--- config.mk ---
export PLATFORM = sky130hd
export DESIGN_NAME = rtc_set_ctrl
export DESIGN_NICKNAME = d
export VERILOG_FILES = /design/src/rtl/rtc_pkg.sv /design/src/rtl/rtc_prescaler.sv /design/src/rtl/rtc_set_ctrl.sv
export SDC_FILE = /design/constraint.sdc
export NUM_CORES = 1
export LEC_CHECK = 0
export CAP_MARGIN = 20
export CORE_MARGIN = 4
export CORE_UTILIZATION = 40
export DETAILED_ROUTE_END_ITERATION = 10
export GPL_TIMING_DRIVEN = 0
export PLACE_DENSITY_LB_ADDON = 0.05
export SYNTH_ARGS = -nofsm -noshare
export SYNTH_HDL_FRONTEND = slang
export SYNTH_SLANG_ARGS = --single-unit
--- constraint.sdc ---
create_clock -name clk -period 4.3 [get_ports clk]
set_input_delay 0.86 -clock clk [delete_from_list [all_inputs] [get_ports clk]]
set_output_delay 0.86 -clock clk [all_outputs]
set_load 0.005 [all_outputs]
--- src/rtl/rtc_pkg.sv ---
// Shared widths, limits and mode codes for the time-of-day set controller.
// Also holds the wrap-around increment helpers used when editing fields.
package rtc_pkg;

  localparam int unsigned SEC_W  = 6;
  localparam int unsigned MIN_W  = 6;
  localparam int unsigned HR_W   = 5;
  localparam int unsigned MODE_W = 3;

  localparam logic [HR_W-1:0]  HR_MAX  = 5'd23;
  localparam logic [MIN_W-1:0] MIN_MAX = 6'd59;

  localparam logic [MODE_W-1:0] RUN      = 3'd0;
  localparam logic [MODE_W-1:0] SET_HR   = 3'd1;
  localparam logic [MODE_W-1:0] SET_MIN  = 3'd2;
  localparam logic [MODE_W-1:0] SET_AHR  = 3'd3;
  localparam logic [MODE_W-1:0] SET_AMIN = 3'd4;

  // Raw values above the maximum are not clamped; they just count on and wrap.
  function automatic logic [HR_W-1:0] hr_inc(input logic [HR_W-1:0] v);
    return (v == HR_MAX) ? '0 : v + 1'b1;
  endfunction

  function automatic logic [MIN_W-1:0] min_inc(input logic [MIN_W-1:0] v);
    return (v == MIN_MAX) ? '0 : v + 1'b1;
  endfunction

endpackage

--- src/rtl/rtc_prescaler.sv ---
// Divides the system clock down to a single-cycle advance pulse.
// While hold_i is high the count is parked at zero and no pulse is issued.
module rtc_prescaler #(
  parameter int unsigned TICK_DIV = 50_000_000
) (
  input  logic clk,
  input  logic rst_n,
  input  logic hold_i,
  output logic tick_o
);

  localparam int unsigned CntW = (TICK_DIV > 2) ? $clog2(TICK_DIV) : 1;
  localparam logic [CntW-1:0] CntMax = CntW'(TICK_DIV - 1);

  logic [CntW-1:0] cnt_q, cnt_d;
  logic            at_max;

  assign at_max = (cnt_q == CntMax);

  always_comb begin
    cnt_d = cnt_q;
    if (hold_i) begin
      cnt_d = '0;
    end else if (at_max) begin
      cnt_d = '0;
    end else begin
      cnt_d = cnt_q + 1'b1;
    end
  end

  // Gated by hold_i so a count caught mid-way on entering hold cannot fire.
  assign tick_o = at_max & ~hold_i;

  always_ff @(posedge clk or negedge rst_n) begin
    if (!rst_n) begin
      cnt_q <= '0;
    end else begin
      cnt_q <= cnt_d;
    end
  end

endmodule

--- src/rtl/rtc_set_ctrl.sv ---
// Time-of-day controller: advance pulse, button-driven time/alarm editing,
// counter load on leaving minute edit, and the alarm ringing flag.
module rtc_set_ctrl
  import rtc_pkg::*;
#(
  parameter int unsigned TICK_DIV  = 50_000_000,
  parameter int unsigned RING_SECS = 60
) (
  input  logic             clk,
  input  logic             rst_n,
  input  logic             btn_mode,
  input  logic             btn_inc,
  input  logic             btn_stop,
  input  logic             alm_en_sw,
  input  logic [SEC_W-1:0] cur_sec,
  input  logic [MIN_W-1:0] cur_min,
  input  logic [HR_W-1:0]  cur_hr,
  output logic             tick,
  output logic             load,
  output logic [HR_W-1:0]  load_hr,
  output logic [MIN_W-1:0] load_min,
  output logic [HR_W-1:0]  alm_hr,
  output logic [MIN_W-1:0] alm_min,
  output logic [MODE_W-1:0] mode,
  output logic             ringing
);

  localparam int unsigned RingW = (RING_SECS > 1) ? $clog2(RING_SECS + 1) : 1;
  localparam logic [RingW-1:0] RingLast = RingW'(RING_SECS - 1);

  logic [MODE_W-1:0] mode_q, mode_d;
  logic [HR_W-1:0]   ed_hr_q, ed_hr_d;
  logic [MIN_W-1:0]  ed_min_q, ed_min_d;
  logic [HR_W-1:0]   alm_hr_q, alm_hr_d;
  logic [MIN_W-1:0]  alm_min_q, alm_min_d;
  logic              load_q, load_d;
  logic              tick_d_q;
  logic              ringing_q, ringing_d;
  logic [RingW-1:0]  ring_cnt_q, ring_cnt_d;

  logic frozen;
  logic enter_set;
  logic alarm_hit;
  logic ring_done;
  logic ring_clear;

  assign frozen = (mode_q == SET_HR) || (mode_q == SET_MIN);

  rtc_prescaler #(
    .TICK_DIV (TICK_DIV)
  ) u_prescaler (
    .clk    (clk),
    .rst_n  (rst_n),
    .hold_i (frozen),
    .tick_o (tick)
  );

  // Mode sequencing and field editing; a mode press swallows a coincident inc.
  always_comb begin
    mode_d    = mode_q;
    ed_hr_d   = ed_hr_q;
    ed_min_d  = ed_min_q;
    alm_hr_d  = alm_hr_q;
    alm_min_d = alm_min_q;
    load_d    = 1'b0;
    if (btn_mode) begin
      case (mode_q)
        RUN: begin
          mode_d   = SET_HR;
          ed_hr_d  = cur_hr;
          ed_min_d = cur_min;
        end
        SET_HR:   mode_d = SET_MIN;
        SET_MIN: begin
          mode_d = SET_AHR;
          load_d = 1'b1;
        end
        SET_AHR:  mode_d = SET_AMIN;
        SET_AMIN: mode_d = RUN;
        default:  mode_d = RUN;
      endcase
    end else if (btn_inc) begin
      case (mode_q)
        SET_HR:   ed_hr_d   = hr_inc(ed_hr_q);
        SET_MIN:  ed_min_d  = min_inc(ed_min_q);
        SET_AHR:  alm_hr_d  = hr_inc(alm_hr_q);
        SET_AMIN: alm_min_d = min_inc(alm_min_q);
        default:  ;
      endcase
    end
  end

  // tick_d_q lines the compare up with the counter value the tick produced.
  assign alarm_hit = tick_d_q & alm_en_sw & ~frozen &
                     (cur_sec == '0) & (cur_min == alm_min_q) & (cur_hr == alm_hr_q);
  assign enter_set  = btn_mode & (mode_q == RUN);
  assign ring_done  = ringing_q & tick & (ring_cnt_q == RingLast);
  assign ring_clear = btn_stop | ~alm_en_sw | enter_set | ring_done;

  always_comb begin
    ringing_d  = ringing_q;
    ring_cnt_d = ring_cnt_q;
    if (ring_clear) begin
      ringing_d  = 1'b0;
      ring_cnt_d = '0;
    end else if (alarm_hit) begin
      ringing_d  = 1'b1;
      ring_cnt_d = '0;
    end else if (ringing_q && tick) begin
      ring_cnt_d = ring_cnt_q + 1'b1;
    end
  end

  always_ff @(posedge clk or negedge rst_n) begin
    if (!rst_n) begin
      mode_q     <= RUN;
      ed_hr_q    <= '0;
      ed_min_q   <= '0;
      alm_hr_q   <= '0;
      alm_min_q  <= '0;
      load_q     <= 1'b0;
      tick_d_q   <= 1'b0;
      ringing_q  <= 1'b0;
      ring_cnt_q <= '0;
    end else begin
      mode_q     <= mode_d;
      ed_hr_q    <= ed_hr_d;
      ed_min_q   <= ed_min_d;
      alm_hr_q   <= alm_hr_d;
      alm_min_q  <= alm_min_d;
      load_q     <= load_d;
      tick_d_q   <= tick;
      ringing_q  <= ringing_d;
      ring_cnt_q <= ring_cnt_d;
    end
  end

  assign load     = load_q;
  assign load_hr  = ed_hr_q;
  assign load_min = ed_min_q;
  assign alm_hr   = alm_hr_q;
  assign alm_min  = alm_min_q;
  assign mode     = mode_q;
  assign ringing  = ringing_q;

endmodule

==> metrics.md <==
| Metric | Value |
|---|---|
| # fillers | 774 |
| Period utilization | 0.7067 |
| Synth area leader | dfrtp_1 |
| Hpwl dp | 5539 um |
| Syn_area_per_cell | 9.733 um^2 |
| Max_slew headroom | 0.4779 |
| VDD IR max | 0.2589 mV |
| Clock sinks | 60 |
| First-pass GRT wire length | 12740 um |
| Worst path required time | 3.44 ns |
| Rows | 33 |
| Maxcap violations | 0 |
| Final hold viol count | 0 |
| Chip Height | 99.49 um |
| Routed Antenna Nets | 0 |
| GR Util All Layers | 0.1626 |
| Leakage | 0.001712 uW |
| Die area | 9898 um^2 |
| Post-Route WL | 7668 um |
| Total vias in the final route | 2692 |
| Detailed Route Iter0 Violations | 112 |
| Most used DFF post-synth | dfrtp_1 |
| Vias in the first global route | 2582 |
| WL/cell | 14.89 um |
| Hold Buf Count CTS | 0 |
| Synth Net Count | 373 |
| FFs w/ async S/R, synth | 1.000 |
| Drt pass-1 iters | 4 |
| Cts repair resizes | 0 |
| CTS Buffer Depth | 2 |
| Crit. End Element | output pin |
| Worst-Margin Slew | 0.7832 ns |
| CP max FO | 7 |
| Die Span X | 99.49 um |
| Sequential standard cell area | 1501 um^2 |
| FF+latch count, synth | 60 |
| Hold Crit Depth | 1 |
| Post-synth EDFFs | 0 |
| Initial antenna violation count | 0 |
| # port buffers | 50 |
| R2R depth | 7 |
| Ports | 51 |
| Synthesized cell area | 3348 um^2 |
| RSZ-0062 raised after global routing | no |
| Fin nets | 434 |
| H-tree Lvls | 3 |
| DRC viols | 0 |
| Final setup fails | 0 |
| Grt ovf | 0 |
| Setup WS pre-CTS | 1.530 ns |
| Hold_ws | 0.5028 ns |
| Synth unique cells | 48 |
| Pwr dens | 472.1 nW/um^2 |
| Status | finished, final reports clean |
| Post-synth top cells | dfrtp_1, nor2_1 |
| Count leader, synth | dfrtp_1 |
| CTS tree | yes |
| Ant. Diodes | 0 |
| Clk slew on worst S/H paths | 0.07 ns |
| Total power | 1979 uW |
| Synthesis-to-layout area growth | 25.22% |
| CP Launch Type | register |
| Post-Syn Instances | 344 |
| Final worst setup slack | 1.261 ns |
| Setup TNS | 0 ns |
| Share of cells above drive strength 1 | 0.1122 |
| Syn. warnings | 0 |
| Min-delay worst type | reg2reg |
| Share of the synthesized area in the top cell type | 0.4484 |
| Seq/Total Area, Yosys | 0.4484 |
| Routability cong. | 0.7867 |
| Starting Density | 0.4096 |
| Area of the multi-input gates | 1757 um^2 |
| Worst skew pair latency | 0.34 ns |
| Root Buffer | clkbuf_8 |
| Kind of critical path | reg2out |
| Fmax | 329.1 MHz |
| Largest net degree at the start of global routing | 61 |
| Post-CTS setup buffers | 0 |
| Worst Skew | 0.01334 ns |
| CTS buffer count | 9 |
| Minimum clock period | 3.039 ns |
| Vias per Instance | 5.227 |
| Count of pins over their slew limit | 0 |
| Core Area | 8175 um^2 |
| Crit path DAT | 2.18 ns |
| Synth top area cells | dfrtp_1, xnor2_1, xor2_1 |
-- routing by layer --
layer / wire (um) / GRT usage / vias to the layer above
met4: 77 / 0.06303 / 0
met1: 3761 / 0.2299 / 1302
met3: 405 / 0.03787 / 7
li1: - / - / 1327
met5: 0 / 0 / -
met2: 3423 / 0.2417 / 56
-- stage by stage --
step	utilization	cell area, um^2	instances
floorplan	-	3348	344
global placement	0.4868	3980	499
detailed placement	0.4865	3978	499
CTS	0.5129	4193	515
global route	0.5129	4193	515
finish	0.5129	4193	515
-- critical path: stages (launching register included) --
cell	delay (ns)
dfrtp_1	0.40
ha_1	0.22
and3_1	0.16
buf_2	0.17
o2111ai_4	0.21
nor2_1	0.17
clkdlybuf4s50_1	0.52
-- power by group --
part | internal [uW] | switching (uW) | total (uW)
Combinational | 322 | 307 | 629
Sequential | 662 | 129 | 790
Clock | 324 | 236 | 560
-- flip-flops by register name, summed over array words and instances, names as in the netlist --
| register | cells |
|---|---|
| mode | 3 |
| load_min | 6 |
| tick_d_q | 1 |
| alm_min | 6 |
| load_hr | 5 |
| u_prescaler.cnt_q | 26 |
| ringing | 1 |
| ring_cnt_q | 6 |
| alm_hr | 5 |
| load | 1 |
-- worst paths after layout --
kind	startpoint	to	slack (ns)
setup / recovery	u_prescaler.cnt_q[0]	tick	1.26
hold / removal	u_prescaler.cnt_q[0]	u_prescaler.cnt_q[0]	0.50
setup reg to reg	u_prescaler.cnt_q[0]	ring_cnt_q[2]	2.39
hold reg to reg	u_prescaler.cnt_q[0]	u_prescaler.cnt_q[0]	0.50
max in group asynchronous	rst_n	load	3.18
min in group asynchronous	rst_n	load_min[4]	0.57
-- placed cells by master, fill, tap and decap left out, drive strengths merged, types with 5 or more instances in the layout --
| master | instances |
|---|---|
| a21oi | 12 |
| and3 | 8 |
| buf | 8 |
| clkbuf | 16 |
| clkdlybuf4s50 | 49 |
| dfrtp | 60 |
| ha | 6 |
| inv | 7 |
| mux2i | 6 |
| nand2 | 20 |
| nand3 | 23 |
| nand4 | 16 |
| nor2 | 52 |
| nor2b | 5 |
| nor3 | 9 |
| nor4 | 6 |
| o21ai | 22 |
| xnor2 | 23 |
| xor2 | 22 |
-- final cells by class --
| type | count | share of cell area |
|---|---|---|
| clock buffers | 9 | 0.02954 |
| repair buffers | 50 | 0.1188 |
| well taps | 105 | 0.03133 |
| clock inverters | 7 | 0.02178 |
| plain buffers | 14 | 0.01522 |
| flip-flops and latches | 60 | 0.3581 |
| multi-input cells | 263 | 0.4190 |
| inverters | 7 | 0.006267 |
-- cell families after synthesis --
logic type      after synthesis  synth area share
compound gates               45           0.08371
xor+xnor                     45            0.1233
fa+ha+maj                     6           0.02242
buf+inv                      21           0.02691
flops                        60            0.4484
mux                           9           0.02803
simple gates                158            0.2672
Note: power is estimated with default switching activity, not from simulation.
